[src/rtl/prefetch_fifo_pkg.sv]
// Shared derivations and parameter legality checks for the prefetch pack FIFO.
// Pure elaboration-time helpers: there is no logic, latency or backpressure here.
package prefetch_fifo_pkg;

  function automatic int out_width(input int in_width, input int ratio);
    return in_width * ratio;
  endfunction

  function automatic int level_width(input int depth_width);
    return depth_width + 1;
  endfunction

  function automatic int cnt_width(input int ratio);
    return $clog2(ratio);
  endfunction

  function automatic bit params_legal(input int in_width, input int ratio, input int depth_width);
    return (in_width >= 1) && (in_width <= 256) &&
           (ratio >= 2) && (ratio <= 16) &&
           (depth_width >= 1) && (depth_width <= 10);
  endfunction

endpackage

[src/rtl/prefetch_fifo_packer.sv]
// Packs RATIO sub-words LSB-first into one entry and emits a push strobe the cycle it completes.
// Only the completing sub-word stalls on full; with PREFETCH_PACK_FIFO_FLUSH_EN a flush pushes a zero-padded partial.
module prefetch_fifo_packer
  import prefetch_fifo_pkg::*;
#(
  parameter int IN_WIDTH = 16,
  parameter int RATIO = 8,
  localparam int OUT_WIDTH = out_width(IN_WIDTH, RATIO),
  localparam int CNT_WIDTH = cnt_width(RATIO)
) (
  input  logic                 clk,
  input  logic                 rst_n,
  input  logic                 wr_en,
  input  logic [IN_WIDTH-1:0]  wr_data,
  output logic                 wr_vld,
  input  logic                 flush,
  input  logic                 full,
  input  logic                 pop,
  output logic                 push,
  output logic [OUT_WIDTH-1:0] push_entry
);

  localparam logic [CNT_WIDTH-1:0] CNT_LAST = CNT_WIDTH'(RATIO - 1);

  logic [CNT_WIDTH-1:0] pack_cnt;
  logic [OUT_WIDTH-1:0] pack_buf;
  logic [OUT_WIDTH-1:0] buf_next;
  logic                 flush_pend;
  logic                 flush_push;
  logic                 last;
  logic                 accept;
  logic                 completing;

  assign last       = pack_cnt == CNT_LAST;
  assign wr_vld     = !(full && last) && !flush_pend;
  assign accept     = wr_en && wr_vld;
  assign completing = accept && last;

  always_comb begin
    buf_next = pack_buf;
    for (int k = 0; k < RATIO; k++) begin
      if (accept && (pack_cnt == CNT_WIDTH'(k))) begin
        buf_next[k*IN_WIDTH +: IN_WIDTH] = wr_data;
      end
    end
  end

`ifdef PREFETCH_PACK_FIFO_FLUSH_EN
  logic has_data;
  logic flush_req;

  assign has_data  = (pack_cnt != '0) || accept;
  assign flush_req = (flush || flush_pend) && has_data && !completing;
  // A pop this cycle frees a slot, so a pending flush may push alongside it.
  assign flush_push = flush_req && (!full || pop);

  always_ff @(posedge clk or negedge rst_n) begin
    if (!rst_n) begin
      flush_pend <= 1'b0;
    end else begin
      flush_pend <= flush_req && full && !pop;
    end
  end
`else
  logic unused_inputs;
  assign unused_inputs = flush | pop;
  assign flush_pend    = 1'b0;
  assign flush_push    = 1'b0;
`endif

  assign push       = completing || flush_push;
  assign push_entry = buf_next;

  // The buffer is cleared on every push so unfilled upper lanes are always zero.
  always_ff @(posedge clk or negedge rst_n) begin
    if (!rst_n) begin
      pack_cnt <= '0;
      pack_buf <= '0;
    end else if (push) begin
      pack_cnt <= '0;
      pack_buf <= '0;
    end else if (accept) begin
      pack_cnt <= pack_cnt + 1'b1;
      pack_buf <= buf_next;
    end
  end

endmodule

[src/rtl/prefetch_pack_fifo.sv]
// Width-upsizing FWFT FIFO: a completed entry is visible on rd_data one cycle after its last sub-word.
// Write stalls only for the completing sub-word while full; PREFETCH_PACK_FIFO_FLUSH_EN enables partial flush.
module prefetch_pack_fifo
  import prefetch_fifo_pkg::*;
#(
  parameter int IN_WIDTH = 16,
  parameter int RATIO = 8,
  parameter int DEPTH_WIDTH = 4,
  localparam int OUT_WIDTH = out_width(IN_WIDTH, RATIO),
  localparam int LVL_WIDTH = level_width(DEPTH_WIDTH)
) (
  input  logic                 clk,
  input  logic                 rst_n,
  input  logic                 wr_en,
  input  logic [IN_WIDTH-1:0]  wr_data,
  output logic                 wr_vld,
  input  logic                 flush,
  input  logic                 rd_en,
  output logic                 rd_vld,
  output logic [OUT_WIDTH-1:0] rd_data,
  output logic [LVL_WIDTH-1:0] rd_level
);

  localparam int DEPTH = 2 ** DEPTH_WIDTH;

  if (!params_legal(IN_WIDTH, RATIO, DEPTH_WIDTH)) begin : g_bad_params
    $error("prefetch_pack_fifo: illegal IN_WIDTH/RATIO/DEPTH_WIDTH");
  end

  logic [OUT_WIDTH-1:0]   mem [DEPTH];
  logic [DEPTH_WIDTH-1:0] wr_ptr;
  logic [DEPTH_WIDTH-1:0] rd_ptr;
  logic [LVL_WIDTH-1:0]   level;
  logic                   full;
  logic                   pop;
  logic                   push;
  logic [OUT_WIDTH-1:0]   push_entry;

  assign full     = level == LVL_WIDTH'(DEPTH);
  assign rd_vld   = level != '0;
  assign pop      = rd_en && rd_vld;
  assign rd_data  = mem[rd_ptr];
  assign rd_level = level;

  prefetch_fifo_packer #(
    .IN_WIDTH(IN_WIDTH),
    .RATIO   (RATIO)
  ) u_packer (
    .clk       (clk),
    .rst_n     (rst_n),
    .wr_en     (wr_en),
    .wr_data   (wr_data),
    .wr_vld    (wr_vld),
    .flush     (flush),
    .full      (full),
    .pop       (pop),
    .push      (push),
    .push_entry(push_entry)
  );

  // Storage is cleared on reset so rd_data reads zero until the first push.
  always_ff @(posedge clk or negedge rst_n) begin
    if (!rst_n) begin
      for (int i = 0; i < DEPTH; i++) begin
        mem[i] <= '0;
      end
    end else if (push) begin
      mem[wr_ptr] <= push_entry;
    end
  end

  always_ff @(posedge clk or negedge rst_n) begin
    if (!rst_n) begin
      wr_ptr <= '0;
      rd_ptr <= '0;
      level  <= '0;
    end else begin
      if (push) begin
        wr_ptr <= wr_ptr + 1'b1;
      end
      if (pop) begin
        rd_ptr <= rd_ptr + 1'b1;
      end
      case ({push, pop})
        2'b10:   level <= level + 1'b1;
        2'b01:   level <= level - 1'b1;
        default: level <= level;
      endcase
    end
  end

endmodule

[config.mk]
export PLATFORM = sky130hd
export DESIGN_NAME = prefetch_pack_fifo
export DESIGN_NICKNAME = d
export VERILOG_FILES = /design/src/rtl/prefetch_fifo_pkg.sv /design/src/rtl/prefetch_fifo_packer.sv /design/src/rtl/prefetch_pack_fifo.sv
export SDC_FILE = /design/constraint.sdc
export NUM_CORES = 2
export LEC_CHECK = 0
export ABC_CLOCK_PERIOD_IN_PS = 3450
export CAP_MARGIN = 20
export CORE_UTILIZATION = 30
export CTS_CLUSTER_SIZE = 8
export DETAILED_ROUTE_END_ITERATION = 7
export PLACE_DENSITY_LB_ADDON = 0.25
export RECOVER_POWER = 50
export SYNTH_ARGS = -nofsm -noshare
export SYNTH_HDL_FRONTEND = slang
export SYNTH_SLANG_ARGS = --single-unit
[constraint.sdc]
create_clock -name clk -period 3.45 [get_ports clk]
set_input_delay 0.69 -clock clk [delete_from_list [all_inputs] [get_ports clk]]
set_output_delay 0.69 -clock clk [all_outputs]
set_load 0.01 [all_outputs]
==> impl_table.tex <==
\begin{tabular}{lr}
\hline
Metric & Value \\
\hline
\multicolumn{2}{l}{\textbf{Status}} \\
\quad Run status & finished, violations left \\
\quad Violated checks & capacitance limit, slew limit, setup timing \\
\multicolumn{2}{l}{\textbf{Floorplan}} \\
\quad Die Ht & 563 um \\
\quad Die W & 563 um \\
\quad Core Footprint & 312000 sq um \\
\quad Total die area & 317000 sq um \\
\quad Starting density of the core & 0.302 \\
\quad Number of ports placed on the die boundary & 156 \\
\quad Row count & 205 \\
\multicolumn{2}{l}{\textbf{Power}} \\
\quad Pwr Total & 90.3 mW \\
\quad Net switching share of the total power & 0.343 \\
\quad Max IR drop VDD & 479 uV \\
\quad Combinational group share of total power & 0.372 \\
\quad Switching Power & 31.0 mW \\
\quad Int Power & 59.3 mW \\
\quad Cell area power density & 766 nW/um\^{}2 \\
\quad Leakage power figure & 52.5 nW \\
\quad Flop pwr share & 0.321 \\
\quad Clock network fraction of total power & 0.307 \\
\multicolumn{2}{l}{\textbf{Placement}} \\
\quad Worst slack at placement & -0.0498 ns \\
\quad Placed instance count & 12200 \\
\quad Weighted congestion at the end of routability-driven global placement & 0.787 \\
\quad HPWL after DPL & 184000 um \\
\quad Port bufs & 154 \\
\quad Placed standard-cell area & 103000 sq um \\
\multicolumn{2}{l}{\textbf{Synthesis}} \\
\quad Prevailing post-synth register cell & dfrtp\_1 \\
\quad Number of standard cells after synthesis & 8249 \\
\quad Sequential cell area fraction in the yosys report & 0.577 \\
\quad Count of distinct cell types in the synthesized netlist & 55 \\
\quad Number of register bits inferred by synthesis & 2176 \\
\quad Total standard cell area after synthesis & 94400 sq um \\
\quad Asr flop ratio synth & 1.00 \\
\quad Number of enable-type register cells in the synthesized netlist & 0 \\
\quad Number of warning messages in the yosys log & 0 \\
\quad Mapped Nets & 8286 \\
\quad Mean Syn Cell Area & 11.4 sq um \\
\multicolumn{2}{l}{\textbf{Route}} \\
\quad First DRT Iteration DRCs & 4963 \\
\quad M1 wire length & 139000 um \\
\quad Number of remaining DRC errors & 0 \\
\quad Via count & 66000 \\
\quad Length of the first detailed-routing pass in iterations & 5 \\
\quad Met3 wire len & 13700 um \\
\quad Uppermost layer routed & met4 \\
\quad Remaining number of nets flagged by the antenna check after routing & 0 \\
\quad WL/cell & 24.0 um \\
\quad Total wire length after detailed routing & 309000 um \\
\quad Via-per-instance ratio & 5.13 \\
\quad Routed met2 length & 149000 um \\
\multicolumn{2}{l}{\textbf{Clocking}} \\
\quad H-Tree Level Count & 5 \\
\quad Clock slew at the register clock pins of the worst setup and hold paths & 0.05 ns \\
\quad Clock root buffer & clkbuf\_16 \\
\quad Clock Latency Late Sink & 0.88 ns \\
\quad Total CTS buffers & 316 \\
\quad Clock Tree Buf Depth & 4 \\
\quad TritonCTS clock tree & done \\
\quad TritonCTS Sinks & 2176 \\
\multicolumn{2}{l}{\textbf{Flow run}} \\
\quad Maxcap violations & 1 \\
\multicolumn{2}{l}{\textbf{Setup path}} \\
\quad Required arrival time at the worst endpoint & 2.76 ns \\
\quad Max Fanout on Critical Path & 8 \\
\quad Category of the worst setup path capture point & output pin \\
\quad Arr. time, crit path & 3.03 ns \\
\quad Type of the worst setup path & reg2out \\
\quad Worst r2r path cells & 6 \\
\quad Worst r2r src & rd\_level[3] \\
\quad Worst setup path startpoint & rd\_ptr[1] \\
\quad Critical path capture point & rd\_data[122] \\
\quad Crit start category & flop \\
\quad Worst reg-to-reg setup slack & 0.15 ns \\
\quad Capturing point of the worst reg2reg path & mem[362] \\
\multicolumn{2}{l}{\textbf{Hold path}} \\
\quad Min-delay worst type & reg2reg \\
\multicolumn{2}{l}{\textbf{Global routing}} \\
\quad Wire length of the first global-routing pass & 462000 um \\
\quad Vias in the first global route & 68300 \\
\quad Total GRT Usage & 0.194 \\
\quad Grt total ovfl & 0 \\
\quad Number of antenna violations at the first check in global routing & 8 \\
\quad Maximum number of pins on one net before global-route repair & 163 \\
\multicolumn{2}{l}{\textbf{Timing}} \\
\quad Worst Slack Setup Final & -0.270 ns \\
\quad Number of hold violations in the final report & 0 \\
\quad Tightest Pin Transition & 2.57 ns \\
\quad Post-route clock skew & 0.0786 ns \\
\quad Ratio of final minimum period to clock period & 1.08 \\
\quad Fmax & 269 MHz \\
\quad Slew headroom & -0.716 \\
\quad Count of pins over their slew limit & 8 \\
\quad Crit path time final & 3.72 ns \\
\quad Unrepaired setup endpoints after global routing & yes \\
\quad Number of setup violations in the final report & 123 \\
\multicolumn{2}{l}{\textbf{Layout}} \\
\quad Core utilization of the finished layout & 0.377 \\
\quad \# nets final & 8723 \\
\quad Layout overhead on the synthesized area & 24.9\% \\
\quad Count of filler cells inserted in the layout & 30100 \\
\quad Share of final-layout standard cells stronger than drive strength 1 & 0.270 \\
\quad Number of standard cells in the final layout excluding fillers & 12900 \\
\quad Final non-filler cell area & 118000 sq um \\
\hline
\end{tabular}
[placed cells by master, fill, tap and decap left out, types with 5 or more instances in the layout]
master / n
nand3_2: 6
a22oi_1: 45
a22oi_2: 168
dfrtp_1: 2172
buf_12: 205
nor2b_1: 5
o211ai_4: 22
clkbuf_2: 10
clkbuf_1: 19
diode_2: 6
nand2_4: 13
clkbuf_16: 335
a22o_1: 16
o2bb2ai_1: 48
o22ai_2: 22
nand3_1: 16
o22ai_4: 27
clkbuf_4: 7
xnor2_1: 7
mux2i_2: 10
mux2i_1: 186
buf_16: 45
o21ai_0: 1179
mux4_2: 470
o21ai_1: 671
buf_2: 27
nand2_1: 1921
mux2_2: 259
nand2_2: 65
buf_4: 352
ha_1: 14
a221oi_2: 5
nor2_4: 26
buf_6: 177
buf_8: 47
clkdlybuf4s50_1: 20
nor2b_4: 5
and2_1: 5
clkinv_8: 7
inv_1: 8
[synthesized netlist by cell type (all sizes together) (2+ instances only)]
library cell,instances,area share
dfrtp,2176,0.58
nand2,1999,0.079
o21ai,1853,0.098
mux4,470,0.11
buf,456,0.027
clkbuf,346,0.014
mux2,259,0.031
a22oi,213,0.017
mux2i,196,0.021
o22ai,52,0.0034
o2bb2ai,48,0.0045
nor2,31,0.0012
o211ai,24,0.0043
nand3,22,0.0012
a22o,16,0.0015
ha,15,0.0020
nor2b,10,0.00066
and2,8,0.00053
inv,8,0.00032
xnor2,7,0.00065
a221oi,6,0.00056
nand2b,3,0.00020
o221ai,3,0.00048
a21boi,2,0.00016
a21oi,2,0.00011
a2bb2oi,2,0.00019
and4b,2,0.00021
nor4,2,0.00013
or2,2,0.00013
xor2,2,0.00019
[metrics by stage]
step / setup TNS [ns] / hold WS (ns)
after floorplan: 0 / 0.394
after global placement: -0.121 / 0.456
after detailed placement: -0.0498 / 0.465
after CTS: -28.62 / 0.439
after global routing: -46.16 / 0.483
final: -16.73 / 0.471
[critical path, cell delays in order (launching register included)]
cell	delay (ns)
dfrtp_4	0.52
buf_12	0.17
buf_12	0.14
buf_12	0.12
buf_16	0.13
buf_12	0.14
buf_16	0.15
mux4_2	0.31
a22oi_2	0.21
nand2_2	0.15
buf_6	0.16
[repair_timing]
item	4_1_cts	5_1_grt
resized for setup	1030	322
pin swaps	204	206
hold endpoints to repair	92	0
buffers inserted	162	117
hold buffers	1	0
endpoints found under the setup margin	129	128
cloned	42	15
[per-layer routing]
layer / vias to the layer above / GRT usage
li1: 29900 / -
met2: 1544 / 0.320
met3: 447 / 0.0266
met4: 0 / 0.0496
met5: - / 0
met1: 34200 / 0.267
[worst min path at each step]
stage	startpoint	cells after the start	to	slack, ns
2_1_floorplan	rst_n	0	mem[0]	0.39
3_3_place_gp	mem[704]	2	mem[704]	0.46
3_5_place_dp	mem[196]	2	mem[196]	0.46
4_1_cts	wr_data[9]	2	u_packer.pack_buf[57]	0.44
5_1_grt	mem[1728]	2	mem[1728]	0.48
6_report	mem[1552]	2	mem[1552]	0.47
[kinds of logic after synthesis]
family                   synth area share
AO/OA/AOI/OAI                       0.131
AND/OR/NAND/NOR                    0.0844
adder cells (fa/ha/maj)           0.00220
buffers and inverters              0.0412
XOR/XNOR                         0.000835
multiplexers                        0.164
flip-flops                          0.577
[area by class of cell]
class,count,area (sq um),area share
inverters,9,33.8,0.000287
repair buffers,921,11600,0.0981
multi-input cells,5262,38100,0.324
clock buffers,330,8120,0.0688
clock inverters,21,379,0.00322
well taps,4140,5180,0.0439
diodes,6,15.0,0.000127
flip-flops and latches,2176,54500,0.462
[flip-flops by register name, indices dropped and copies added, names as in the netlist]
name / cells
rd_ptr: 4
wr_ptr: 4
u_packer.pack_buf: 112
mem: 2048
rd_level: 5
u_packer.pack_cnt: 3
[power groups by stage]
stage	clock, mW	combinational [mW]	sequential (mW)
after floorplan	0	13.0	28.9
after global placement	0	25.1	29.3
after detailed placement	0	25.3	29.4
after CTS	28.4	31.9	29.0
after global routing	29.5	35.3	29.2
final	27.8	33.5	29.0
No activity file was read; power rests on OpenSTA's default activity.
